$ cat src/rtl/bcd_countdown_timer.sv
// Cascaded BCD countdown timer with IDLE/RUN/PAUSED/EXPIRED control and optional auto-reload.
// All outputs are registered and update one cycle after the causing input; there is no backpressure.
module bcd_countdown_timer #(
  parameter int NDIGITS     = 4,
  parameter int AUTO_RELOAD = 0
) (
  input  logic                 clk,
  input  logic                 rst,
  input  logic                 tick,
  input  logic                 load,
  input  logic [4*NDIGITS-1:0] load_val,
  input  logic                 start,
  input  logic                 pause,
  output logic [4*NDIGITS-1:0] count,
  output logic                 running,
  output logic                 expired,
  output logic                 time_out
);

  localparam int W = 4 * NDIGITS;

  typedef enum logic [1:0] {IDLE, RUN, PAUSED, EXPIRED} state_t;

  state_t         state;
  logic [W-1:0]   reload;
  logic [W-1:0]   san_val;
  logic [W-1:0]   dec_val;
  logic           borrow;
  logic           count_is_one;
  logic           count_is_zero;

  // A digit borrows only while every digit below it is zero; zero digits wrap to 9.
  always_comb begin
    san_val = '0;
    dec_val = '0;
    borrow  = 1'b1;
    for (int i = 0; i < NDIGITS; i++) begin
      san_val[4*i +: 4] = (load_val[4*i +: 4] > 4'd9) ? 4'd9 : load_val[4*i +: 4];
      if (borrow)
        dec_val[4*i +: 4] = (count[4*i +: 4] == 4'd0) ? 4'd9 : count[4*i +: 4] - 4'd1;
      else
        dec_val[4*i +: 4] = count[4*i +: 4];
      borrow = borrow & (count[4*i +: 4] == 4'd0);
    end
  end

  assign count_is_one  = (count == W'(1));
  assign count_is_zero = (count == '0);

  always_ff @(posedge clk) begin
    if (!rst) begin
      state    <= IDLE;
      count    <= '0;
      reload   <= '0;
      running  <= 1'b0;
      expired  <= 1'b0;
      time_out <= 1'b0;
    end else if (load) begin
      state    <= IDLE;
      count    <= san_val;
      reload   <= san_val;
      running  <= 1'b0;
      expired  <= 1'b0;
      time_out <= 1'b0;
    end else begin
      time_out <= 1'b0;
      case (state)
        IDLE: begin
          if (start && !pause && !count_is_zero) begin
            state   <= RUN;
            running <= 1'b1;
          end
        end
        RUN: begin
          if (tick && count_is_one) begin
            time_out <= 1'b1;
            if (AUTO_RELOAD != 0) begin
              count <= reload;
              if (pause) begin
                state   <= PAUSED;
                running <= 1'b0;
              end
            end else begin
              count   <= '0;
              state   <= EXPIRED;
              running <= 1'b0;
              expired <= 1'b1;
            end
          end else begin
            // A pause on a tick cycle still takes that tick's decrement.
            if (tick)
              count <= dec_val;
            if (pause) begin
              state   <= PAUSED;
              running <= 1'b0;
            end
          end
        end
        PAUSED: begin
          if (start && !pause) begin
            state   <= RUN;
            running <= 1'b1;
          end
        end
        default: begin
          state <= EXPIRED;
        end
      endcase
    end
  end

endmodule

$ cat config.mk
export PLATFORM = sky130hd
export DESIGN_NAME = bcd_countdown_timer
export DESIGN_NICKNAME = d
export VERILOG_FILES = /design/src/rtl/bcd_countdown_timer.sv
export SDC_FILE = /design/constraint.sdc
export NUM_CORES = 1
export LEC_CHECK = 0
export BUFFER_PORTS_ARGS = -buffer_cell sky130_fd_sc_hd__buf_2
export CORE_MARGIN = 8
export CORE_UTILIZATION = 46
export CTS_BUF_LIST = sky130_fd_sc_hd__clkbuf_2 sky130_fd_sc_hd__clkbuf_4 sky130_fd_sc_hd__clkbuf_8
export DETAILED_ROUTE_END_ITERATION = 7
export PLACE_DENSITY = 0.79
export SYNTH_ARGS = -nofsm -noshare
export SYNTH_HDL_FRONTEND = slang
export SYNTH_SLANG_ARGS = --single-unit
$ cat constraint.sdc
create_clock -name clk -period 3.7 [get_ports clk]
set_clock_uncertainty 0.15 [all_clocks]
set_input_delay 0.37 -clock clk [delete_from_list [all_inputs] [get_ports clk]]
set_output_delay 0.37 -clock clk [all_outputs]
set_load 0.03 [all_outputs]
# After elaboration in Yosys (flattened, before gate mapping)
# Index checks and enable logic that the tools add are counted.
# word_totals
regBits,21
inputBits,22
out_inout_bits,19
wordCells,78
# classes
addsub,4
magnitude_cmp,4
eq_ne,6
mux,26
bitwise,4
reduce_logical,26
# ops
cell,count
$mux W16,4
$mux W4,11
$eq A16 B1 Y1 const B,1
$gt A4 B4 Y1 const B,4
$logic_not A16 Y1,1
$logic_not A4 Y1,4
$sub A4 B1 Y4 const B,4
$reduce_bool A3 Y1,5
$reduce_and A3 Y1,4
$mux W2,4
$pmux W2 S3,1
$mux W1,5
$ne A2 B2 Y1 const B,2
$reduce_and A2 Y1,2
$reduce_and A4 Y1,1
$logic_and A1 B1 Y1,3
$ne A3 B3 Y1 const B,1
$pmux W1 S3,1
$reduce_or A3 Y1,1
$and A1 B1 Y1,2
$eq A2 B1 Y1 const B,1
$eq A2 B2 Y1 const B,1
$logic_not A1 Y1,2
$logic_not A2 Y1,1
other kinds (3),4

# Longest topological paths before layout
# Gate-level depths: netlist of run 1.
# depth
depth_word,8
depth_mapped,7
mapped_depth_nobuf,6

# Worst setup path before layout of run 1
# Ideal clock, no wire load.
# synth_timing
path_kind,reg2reg
startpoint,reg count[4]
endpoint,reg count[7]
setup_time_ns,0.119
arrival_time_ns,1.944
required_ns,3.431
setup_slack_ns,1.487
stages_incl_launch_ff,8
path_buffers,1
synth_period_minus_slack_ns,2.213
cell_sequence,dfxtp_1 > inv_1 > ha_1 > or3b_1 > buf_2 > o41ai_4 > a31oi_1 > o221a_2
# synth_between
elab_chain_cells,7
elab_cells_between_ends,13
cone_classes,1 x add/sub; 1 x eq/ne; 6 x mux; 5 x reduce/logical
# synth_lines
item,line,rtl
start: declaration,14,"output logic [4*NDIGITS-1:0] count,"
start signal: assignment,60,count <= san_val;
start signal: assignment,78,count <= reload;
start signal: assignment,92,count <= dec_val;
$sub A4 B1 Y4 or $logic_not A4 Y1 (tied branches),40,dec_val[4*i +: 4] = (count[4*i +: 4] == 4'd0) ? 4'd9 : count[4*i +: 4] - 4'd1;
$mux W4,40,
$mux W4,39,if (borrow)
$mux W16,91,if (tick)
$mux W16,75,if (tick && count_is_one) begin
$mux W16,67,case (state)
$mux W16,58,end else if (load) begin
# Parallel ways exist; a longest one is shown, timed or not. The select of a mux whose other input is x is not followed.
# A chain may end at the register's enable or synchronous reset.

# Worst setup path after layout of run 1
# layout_timing
startpoint,reg count[4]
endpoint,reg count[11]
# layout_between
elab_chain_cells,5
elab_cells_between_ends,10
cone_classes,1 x eq/ne; 3 x mux; 1 x bitwise; 5 x reduce/logical
# layout_lines
item,line,rtl
$eq A16 B1 Y1,47,assign count_is_one = (count == W'(1));
$logic_and A1 B1 Y1,75,
$mux W16,75,
$mux W16,67,
$mux W16,58,
# Parallel ways exist; a longest one is shown, timed or not. The select of a mux whose other input is x is not followed.

==> impl_metrics.csv, run 1 <==
group,metric,value,unit
synthesis,synth_common_cells,"21 x dfxtp_1, 17 x inv_1, 15 x o21ai_0, 14 x a21oi_1, 11 x nor2_1",
synthesis,syn_nets,219,
sta,fin_tns_setup,0,ns
synthesis,ys_ff_latch,21,
power,vdd_ir_drop_max,138.9,µV
sta,tightestPinTransition,0.6878,ns
status,status,"complete, no violations",
clock_tree,numCtsBuffers,3,
clock_tree,postCtsHoldBufs,0,
routing,dr.first_iter.drc_count,99,
worst_setup_path,critPathKind,"flip-flop to flip-flop",
worst_setup_path,path_cells,"inv_1 -> ha_1 -> or3b_1 -> nor4_1 -> a311oi_1 -> o22a_1",
power,share_seq_of_total_power,43.0,%
die,die_height,73.63,µm
worst_setup_path,worst-path-buf-inv,1,
synthesis,yosysMostFrequentCell,"dfxtp_1",
power,leakage,0.7467,nW
routing,drt-total-wl,4106,µm
clock_tree,cts_num_sinks,21,
layout,synthToLayoutAreaGrowth,16.54,%
routing,viasPerCell,5.889,
run,cap_violations,0,
layout,nets,255,
synthesis,ys_seq_area_share,27.52,%
synthesis,synth_ff_type,"dfxtp_1",
grt,use_met3,3.274,%
power,combPwrFrac,37.8,%
power,switching_share,39.03,%
die,ioPinCount,41,
synthesis,syn_inst,189,
worst_setup_path,critical-path-top-delay-family,"simple AND/OR/NAND/NOR gates",
routing,routedWlPerCell,15.21,µm
layout,diodes,0,
power,clockPowerShare,19.2,%
routing,vias,1590,
place,place_area,1750,µm²
sta,drv_slew,0,
worst_setup_path,worst_ep_required_time,3.76,ns
grt,first_global_vias,1540,
die,coreArea,3258,µm²
synthesis,async_reset_ff_share,0,%
clock_tree,htreeDepth,1,
place,gp_congestion,0.9602,
sta,slew_headroom,54.05,%
worst_setup_path,worst_setup_path_start_kind,"flip-flop",
clock_tree,root_buffer,"clkbuf_4",
min_path,hold_path.class,"primary input to flip-flop",
clock_tree,cts_buffer_depth,2,
synthesis,synth-edff-count,0,
sta,hold_viol,0,
grt,grtUsageMet1,19.67,%
clock_tree,clk_latency,0.30,ns
grt,grt-ovfl-total,0,
die,rows,21,
worst_setup_path,crit_fanout,6,
synthesis,synthTopCellsByArea,"dfxtp_1 28%, ha_1 6.6%, a211oi_1 4.9%",
die,die_w,73.63,µm
synthesis,netlist_area,1528,µm²
layout,final_cell_area,1780,µm²
worst_setup_path,critical-path-slowest-cell,"nor4_1",
power,p_switching,0.2443,mW
clock_tree,path_clk_slew,0.12,ns
worst_setup_path,slowest_delay,0.61,ns
routing,dr.pass1.iters,4,
layout,drive_gt1_share,25.45,%
sta,period_needed,2.353,ns
clock_tree,postCtsSetupBuffers,0,
sta,finalCritPeriodShare,63.58,%
worst_setup_path,cp.arrival,2.41,ns
synthesis,yosysTopAreaCell,"dfxtp_1",
worst_setup_path,end_kind,"flip-flop",
sta,rsz0062_at_grt,"no",
synthesis,syn_avg_cell_area,8.083,µm²
grt,grt_usage,15.64,%
die,die-area,5421,µm²
synthesis,synth.distinct_cells,53,
routing,postRouteAntennaNets,0,
grt,met2_usage,24.70,%
sta,setup_viol,0,
synthesis,ys.warnings.count,0,
routing,route.detailed.drc,0,
die,start_util,46.89,%
grt,antenna_found_initial,0,
clock_tree,post_cts_resized,0,
synthesis,synth_top_area_share,27.52,%
place,portBuffers,40,
grt,grt_pass1_wl,6934,µm
grt,grt.busiest_layer,"met2",
power,p_int,0.3815,mW
sta,timing.fmax,425.1,MHz
grt,grt_max_degree,33,
place,hpwlAfterDp,3139,µm
power,power_density,351.5,nW/µm²
clock_tree,cts_tree,"done",
## final timing paths
kind / from / end / slack [ns] / depth (start not counted)
worst max-delay path: count[4] / count[11] / 1.35 / 6
worst min-delay path: load_val[3] / count[3] / 0.22 / 3
worst max register to register: count[4] / count[11] / 1.35 / 6
worst min register to register: running / running / 0.32 / 2
## logic make-up after synthesis
logic type,Yosys count,share of synthesized area (%)
XOR/XNOR,2,1.147
buffers and inverters,26,6.470
AO/OA/AOI/OAI,77,36.04
adder cells (fa/ha/maj),8,6.552
AND/OR/NAND/NOR,54,21.62
multiplexers,1,0.6552
flip-flops,21,27.52
## cells in the final DEF, fill, tap and decap left out, types with 3 or more instances in the layout
| master | Yosys | final |
|---|---|---|
| o21a_1 | 3 | 3 |
| buf_2 | 1 | 40 |
| inv_1 | 17 | 17 |
| clkbuf_4 | 0 | 4 |
| nand3_1 | 3 | 3 |
| nor2_1 | 11 | 11 |
| nor3b_1 | 4 | 4 |
| ha_1 | 8 | 8 |
| a211oi_1 | 10 | 10 |
| o21ai_0 | 15 | 15 |
| a21oi_1 | 14 | 14 |
| o31ai_1 | 8 | 8 |
| dfxtp_1 | 21 | 21 |
| a311oi_1 | 3 | 3 |
| nand2_1 | 6 | 6 |
| nand3b_1 | 3 | 3 |
| nor3_1 | 7 | 7 |
| a31oi_1 | 7 | 7 |
## area by class of cell
cell class	instances	area (µm²)
Fill cell	324	1478
Multi-Input combinational cell	142	1008
Sequential cell	21	420.4
Timing Repair Buffer	40	200.2
Inverter	17	63.81
Tap cell	46	57.56
Clock buffer	4	30.03
## registers in the layout (all words and copies together), names as in the netlist
| signal | count |
|---|---|
| expired | 1 |
| time_out | 1 |
| count | 16 |
| state | 2 |
| running | 1 |
## through the flow
step / cells / setup WS [ns] / hold slack (ns) / power (mW) / utilization (%)
finish: 270 / 1.347 / 0.2214 / 0.6258 / 54.65
global route: 270 / 1.114 / 0.2206 / 0.6669 / 54.65
CTS: 270 / 1.381 / 0.2128 / 0.6279 / 54.65
detailed placement: 266 / 1.410 / 0.3031 / 0.5087 / 53.73
global placement: 266 / 1.419 / 0.2949 / 0.5058 / 53.73
floorplan: 189 / 1.487 / 0.3601 / 0.4463 / -
## tightest hold or removal path, cell delays in order
cell and delay [ns]:
buf_2 0.11, a21oi_1 0.06, a21oi_1 0.11
## routing by layer
| layer | vias to the layer above | wire length, µm | share of wire (%) |
|---|---|---|---|
| met2 | 52 | 1980 | 48 |
| met4 | 0 | 49 | 1.2 |
| li1 | 794 | - | - |
| met1 | 740 | 1815 | 44 |
| met3 | 4 | 261 | 6.4 |
| met5 | - | 0 | 0 |
## power groups by stage
stage / sequential (mW) / clock [mW] / combinational (mW)
2_1_floorplan: 0.300 / 0 / 0.146
3_3_place_gp: 0.272 / 0 / 0.233
3_5_place_dp: 0.273 / 0 / 0.235
4_1_cts: 0.268 / 0.124 / 0.236
5_1_grt: 0.273 / 0.133 / 0.261
6_report: 0.269 / 0.120 / 0.236
No activity file was read; power rests on OpenSTA's default activity.
==> inputs of run 2 (changes only) <==
--- a/config.mk
+++ b/config.mk
@@ -5,6 +5,7 @@
 export SDC_FILE = /design/constraint.sdc
 export NUM_CORES = 1
 export LEC_CHECK = 0
+export ABC_AREA = 1
 export BUFFER_PORTS_ARGS = -buffer_cell sky130_fd_sc_hd__buf_2
 export CORE_MARGIN = 8
 export CORE_UTILIZATION = 46
==> constraint.sdc (replaced) <==
create_clock -name clk -period 2.2 [get_ports clk]
set_clock_uncertainty 0.15 [all_clocks]
set_input_delay 0.22 -clock clk [delete_from_list [all_inputs] [get_ports clk]]
set_output_delay 0.22 -clock clk [all_outputs]
set_load 0.03 [all_outputs]
==> run 2 against run 1 <==
Against the previous run: power is 81% higher; design area is 1.5% higher; maximum frequency is 32% higher; clock power is 71% higher; non-clock buffer count is 1 higher; worst setup slack worse by 0.94 ns; flip-flop and latch count stayed put; routed wire length is 9.0% lower; register-to-register slack worse by 0.94 ns; global-route usage is 1.4 points lower; highest routed layer unchanged.
==> impl_metrics.csv, run 2 <==
group,metric,value,unit
status,status,"complete, no violations",
grt,grt_usage,14.26,%
clock_tree,clk_latency,0.31,ns
worst_setup_path,ff2ff_path_depth,9,
synthesis,ys.warnings.count,0,
worst_setup_path,path_cells,"inv_1 -> ha_1 -> nand3_1 -> nor2_4 -> nand2_4 -> nand2_1 -> o21ai_0 -> nor2_1 -> nor2_1",
synthesis,synth_common_cells,"63 x nand2_1, 29 x nor2_1, 26 x inv_1, 21 x dfxtp_1, 15 x nand3_1",
sta,drv_slew,0,
grt,grt_pass1_wl,6320,µm
sta,rsz0062_at_grt,"no",
routing,dr.pass1.iters,4,
synthesis,ys_seq_area_share,27.21,%
routing,dr.first_iter.drc_count,98,
synthesis,synth.distinct_cells,29,
place,place_ws,0.4356,ns
worst_setup_path,worst-path-buf-inv,1,
synthesis,syn_nets,265,
place,gp_congestion,0.8887,
layout,diodes,0,
worst_setup_path,critical-path-slowest-cell,"dfxtp_1",
min_path,min_to,"count[3]",
routing,route.detailed.drc,0,
die,rows,21,
worst_setup_path,crit_fanout,10,
sta,slew_headroom,76.73,%
clock_tree,htreeDepth,1,
synthesis,ys_ff_latch,21,
clock_tree,postCtsSetupBuffers,0,
place,portBuffers,40,
die,die-area,5470,µm²
clock_tree,post_cts_resized,0,
routing,postRouteAntennaNets,0,
place,place_area,1778,µm²
die,die_w,73.96,µm
clock_tree,root_buffer,"clkbuf_4",
worst_setup_path,reg2reg_to,"count[11]",
min_path,hold_depth,3,
layout,final_common_cell,"nand2_1",
synthesis,yosysTopAreaCell,"dfxtp_1",
die,start_util,47.05,%
layout,drive_gt1_share,25.72,%
min_path,min_from,"load_val[3]",
power,power_density,625.4,nW/µm²
power,vdd_ir_drop_max,304.5,µV
run,cap_violations,0,
synthesis,yosysMostFrequentCell,"nand2_1",
synthesis,synth_top_area_share,27.21,%
synthesis,syn_avg_cell_area,6.575,µm²
grt,first_global_vias,1504,
worst_setup_path,worstReg2RegStart,"count[12]",
worst_setup_path,crit_path_frequent_cell,"nor2_1",
clock_tree,numCtsBuffers,3,
synthesis,synth_ff_type,"dfxtp_1",
worst_setup_path,worst_ep_required_time,2.27,ns
grt,grt_max_degree,16,
synthesis,synth-edff-count,0,
sta,setup_viol,0,
min_path,hold_path.class,"primary input to flip-flop",
die,die_height,73.96,µm
clock_tree,path_clk_slew,0.13,ns
worst_setup_path,reg2reg_slack,0.41,ns
synthesis,async_reset_ff_share,0,%
worst_setup_path,end_kind,"flip-flop",
clock_tree,postCtsHoldBufs,0,
routing,drt-total-wl,3735,µm
synthesis,syn_inst,235,
routing,viasPerCell,4.963,
synthesis,synthTopCellsByArea,"dfxtp_1 27%, nand2_1 15%, nor2_1 7.0%",
worst_setup_path,cp.arrival,1.86,ns
layout,largest_reg_flops,16,
layout,top_regs,"count: 16 flops, state: 2 flops",
worst_setup_path,worst_setup_path_start_kind,"flip-flop",
layout,regArea,420.4,µm²
sta,finalCritPeriodShare,81.28,%
sta,period_needed,1.788,ns
worst_setup_path,critical-path-top-delay-family,"simple AND/OR/NAND/NOR gates",
power,leakage,0.9472,nW
sta,whs,0.03879,ns
routing,routedWlPerCell,11.60,µm
sta,setup_ws,0.4118,ns
clock_tree,cts_num_sinks,21,
layout,synthToLayoutAreaGrowth,17.00,%
layout,fillerInstances,331,
die,ioPinCount,41,
sta,timing.fmax,559.2,MHz
place,hpwlAfterDp,2955,µm
clock_tree,cts_tree,"done",
synthesis,netlist_area,1545,µm²
sta,fin_tns_setup,0,ns
grt,grt-ovfl-total,0,
sta,tightestPinTransition,0.3491,ns
layout,nets,307,
layout,final_cell_area,1808,µm²
layout,top_register,"count",
worst_setup_path,critPathKind,"flip-flop to flip-flop",
worst_setup_path,cp_num_cells,9,
sta,hold_viol,0,
grt,antenna_found_initial,0,
layout,mostFrequentLayoutCells,"63 x nand2_1, 40 x buf_2, 29 x nor2_1",
worst_setup_path,slowest_delay,0.33,ns
routing,vias,1598,
layout,multi_input_area,972.2,µm²
die,coreArea,3284,µm²
clock_tree,cts_buffer_depth,2,
## run 2: routing by layer
layer  GRT usage, %  share of wire, %
met1          18.46                48
met5              0                 0
met2          22.56                46
met4          5.987              0.94
met3          2.561               4.7
## run 2: power breakdown
part           leakage [nW]  total, mW  internal, mW  switching (mW)
clock                0.0184      0.205        0.0831           0.122
sequential            0.173      0.444         0.414          0.0300
combinational         0.756      0.481         0.165           0.316
## run 2: worst max path at each step
| stage | endpoint | slack (ns) | start |
|---|---|---|---|
| after floorplan | count[12] | 0.39 | count[12] |
| after global placement | count[12] | 0.50 | count[12] |
| after detailed placement | count[12] | 0.44 | count[12] |
| after CTS | count[12] | 0.42 | count[12] |
| after global routing | count[15] | 0.23 | count[8] |
| final | count[11] | 0.41 | count[12] |
## run 2: worst min-delay path, delay by kind of cell
| kind | cells | cell delay (ns) |
|---|---|---|
| AO/OA/AOI/OAI | 1 | 0.07 |
| buffers and inverters | 1 | 0.10 |
| AND/OR/NAND/NOR | 1 | 0.06 |
## run 2: logic make-up (layout without fill, tap and decap cells)
group | count (synthesis) | after routing | synth area share [%]
AO/OA/AOI/OAI | 35 | 35 | 13.44
buffers and inverters | 36 | 77 | 9.878
flip-flops | 21 | 21 | 27.21
XOR/XNOR | 2 | 2 | 1.134
AND/OR/NAND/NOR | 133 | 133 | 41.86
adder cells (fa/ha/maj) | 8 | 8 | 6.478
## run 2: layout make-up
type                            count  area share, %
Tap cell                           46          3.183
Clock buffer                        4          1.661
Timing Repair Buffer               41          11.49
Multi-Input combinational cell    178          53.77
Inverter                           32          6.644
Sequential cell                    21          23.25
## run 2: metrics by stage
step / power [mW] / instances / utilization (%)
after detailed placement: 0.9335 / 318 / 54.13
after global placement: 0.9251 / 318 / 54.13
after CTS: 1.133 / 322 / 55.05
after global routing: 1.217 / 322 / 55.05
final: 1.131 / 322 / 55.05
after floorplan: 0.8200 / 235 / -
==> inputs of run 3 (changes only) <==
==> constraint.sdc (replaced) <==
create_clock -name clk -period 1.72 [get_ports clk]
set_clock_uncertainty 0.15 [all_clocks]
set_input_delay 0.172 -clock clk [delete_from_list [all_inputs] [get_ports clk]]
set_output_delay 0.172 -clock clk [all_outputs]
set_load 0.03 [all_outputs]
==> run 3 against run 2 <==
Against the previous run: combinational power is 52% higher; design area increased by 11%; flip-flop and latch count is the same; maximum frequency up 6.2%; core utilization up 5.8 points; first-iteration DRC count decreased by 3.1%; hold slack worse by 0.034 ns; via count increased by 5.1%; global-route usage increased by 0.81 points; power increased by 39%; largest cell class unchanged; largest power group unchanged; highest routed layer unchanged.
==> impl_metrics.csv, run 3 (synthesized netlist as in run 2, its figures left out) <==
group,metric,value,unit
worst_setup_path,crit_fanout,6,
sta,whs,0.004982,ns
routing,postRouteAntennaNets,0,
routing,dr.first_iter.drc_count,95,
place,place_area,1856,µm²
clock_tree,clk_latency,0.31,ns
routing,routedWlPerCell,12.19,µm
clock_tree,cts_num_sinks,21,
sta,setup_viol,0,
power,leakage,1.022,nW
sta,rsz0062_at_grt,"yes",
layout,final_cell_area,1999,µm²
worst_setup_path,cp_num_cells,12,
place,hpwlAfterDp,3008,µm
routing,dr.pass1.iters,4,
sta,finalCritPeriodShare,97.92,%
layout,largest_reg_flops,16,
clock_tree,numCtsBuffers,3,
power,p_switching,0.6583,mW
die,ioPinCount,41,
layout,nets,322,
clock_tree,cts_buffer_depth,2,
sta,timing.fmax,593.8,MHz
status,status,"complete, no violations",
grt,grt.busiest_layer,"met2",
clock_tree,cts_tree,"done",
layout,final_util,60.88,%
worst_setup_path,critical-path-slowest-cell,"dfxtp_2",
run,cap_violations,0,
routing,vias,1679,
sta,period_needed,1.684,ns
worst_setup_path,cp.arrival,1.79,ns
layout,final_common_cell,"nand2_1",
worst_setup_path,slowest_delay,0.36,ns
power,share_seq_of_total_power,36.3,%
clock_tree,path_clk_slew,0.13,ns
layout,synthToLayoutAreaGrowth,29.39,%
worst_setup_path,reg2reg_to,"count[13]",
worst_setup_path,worst_setup_path_start_kind,"flip-flop",
layout,top_regs,"count: 16 flops, state: 2 flops",
grt,use_met3,2.965,%
worst_setup_path,critPathKind,"flip-flop to flip-flop",
die,die-area,5470,µm²
die,coreArea,3284,µm²
power,combPwrFrac,46.3,%
sta,fin_tns_setup,0,ns
die,start_util,47.05,%
power,clockPowerShare,17.3,%
worst_setup_path,path_cells,"inv_2 -> ha_1 -> nand2_1 -> inv_1 -> nand2_2 -> nor2_4 -> nand2_4 -> nand3_4 -> nand3_4 -> nand2_2 -> inv_1 -> nor2_2",
grt,met2_usage,24.61,%
die,die_height,73.96,µm
grt,antenna_found_initial,0,
worst_setup_path,endpoint,"count[13]",
worst_setup_path,cp-startpoint,"count[1]",
power,power_density,787.2,nW/µm²
layout,fillerInstances,309,
die,rows,21,
worst_setup_path,reg2reg_slack,0.04,ns
sta,slew_headroom,78.63,%
grt,grt-ovfl-total,0,
grt,grt_pass1_wl,6617,µm
power,vdd_ir_drop_max,420.2,µV
clock_tree,htreeDepth,1,
sta,hold_viol,0,
sta,drv_slew,0,
power,p_int,0.9157,mW
min_path,hold_path.class,"primary input to flip-flop",
place,gp_congestion,0.9486,
worst_setup_path,worst_ep_required_time,1.83,ns
routing,route.detailed.drc,0,
worst_setup_path,worstReg2RegStart,"count[1]",
worst_setup_path,end_kind,"flip-flop",
grt,first_global_vias,1551,
sta,tightestPinTransition,0.3201,ns
layout,diodes,0,
routing,drt-total-wl,4107,µm
clock_tree,root_buffer,"clkbuf_4",
grt,grt_max_degree,16,
die,die_w,73.96,µm
worst_setup_path,ff2ff_path_depth,12,
power,switching_share,41.83,%
grt,grt_usage,15.07,%
routing,viasPerCell,4.982,
place,portBuffers,40,
layout,mostFrequentLayoutCells,"58 x nand2_1, 40 x buf_2, 24 x nor2_1",
layout,drive_gt1_share,37.80,%
layout,top_register,"count",
worst_setup_path,critical-path-top-delay-family,"simple AND/OR/NAND/NOR gates",
grt,grtUsageMet1,18.62,%
worst_setup_path,worst-path-buf-inv,3,
-- run 3: worst min path at each step --
| stage | start | end | slack [ns] | cells after the start |
|---|---|---|---|---|
| global placement | expired | expired | 0.28 | 1 |
| detailed placement | expired | expired | 0.29 | 1 |
| finish | load_val[6] | count[6] | 0.005 | 3 |
| CTS | load_val[2] | count[2] | 0.006 | 3 |
| floorplan | rst | count[1] | 0.15 | 2 |
| global route | load_val[6] | count[6] | 0.04 | 3 |
-- run 3: power by group through the flow --
stage | logic (mW) | clock network (mW) | registers (mW)
global route | 0.810 | 0.293 | 0.580
floorplan | 0.391 | 0 | 0.662
detailed placement | 0.655 | 0 | 0.582
finish | 0.729 | 0.273 | 0.572
CTS | 0.662 | 0.273 | 0.571
global placement | 0.649 | 0 | 0.580
-- run 3: area by class of cell --
cell class	count	area (µm²)	area share [%]
Sequential cell	21	432.9	21.65
Tap cell	46	57.56	2.879
Inverter	32	122.6	6.133
Timing Repair Buffer	55	315.3	15.77
Multi-Input combinational cell	179	1041	52.07
Clock buffer	4	30.03	1.502
-- run 3: worst min-delay path: cells and delay by family --
| kind | cells | cell delay, ns |
|---|---|---|
| AOI/OAI and AO/OA | 2 | 0.18 |
| buffers and inverters | 1 | 0.09 |
-- run 3: what timing repair did --
| action | in CTS | in global routing |
|---|---|---|
| buffers inserted | 0 | 4 |
| gates cloned | 0 | 1 |
| setup endpoints to repair | 5 | 16 |
| pin swaps | 1 | 8 |
| resized for setup | 1 | 22 |
| hold buffers | 1 | 0 |
| endpoints found under the hold margin | 1 | 0 |
-- run 3: routing by layer --
layer / wire, µm / part of all wire, % / vias to the layer above
met5: 0 / 0 / -
met4: 60 / 1.5 / 0
met3: 234 / 5.7 / 6
met2: 1885 / 46 / 48
met1: 1927 / 47 / 752
li1: - / - / 873
-- run 3: stage by stage --
stage	setup slack, ns	cells	power (mW)
global placement	0.07070	327	1.230
global route	-0.05788	337	1.683
detailed placement	0.01186	327	1.237
finish	0.03585	337	1.574
floorplan	0.02042	235	1.053
CTS	0.009958	332	1.505
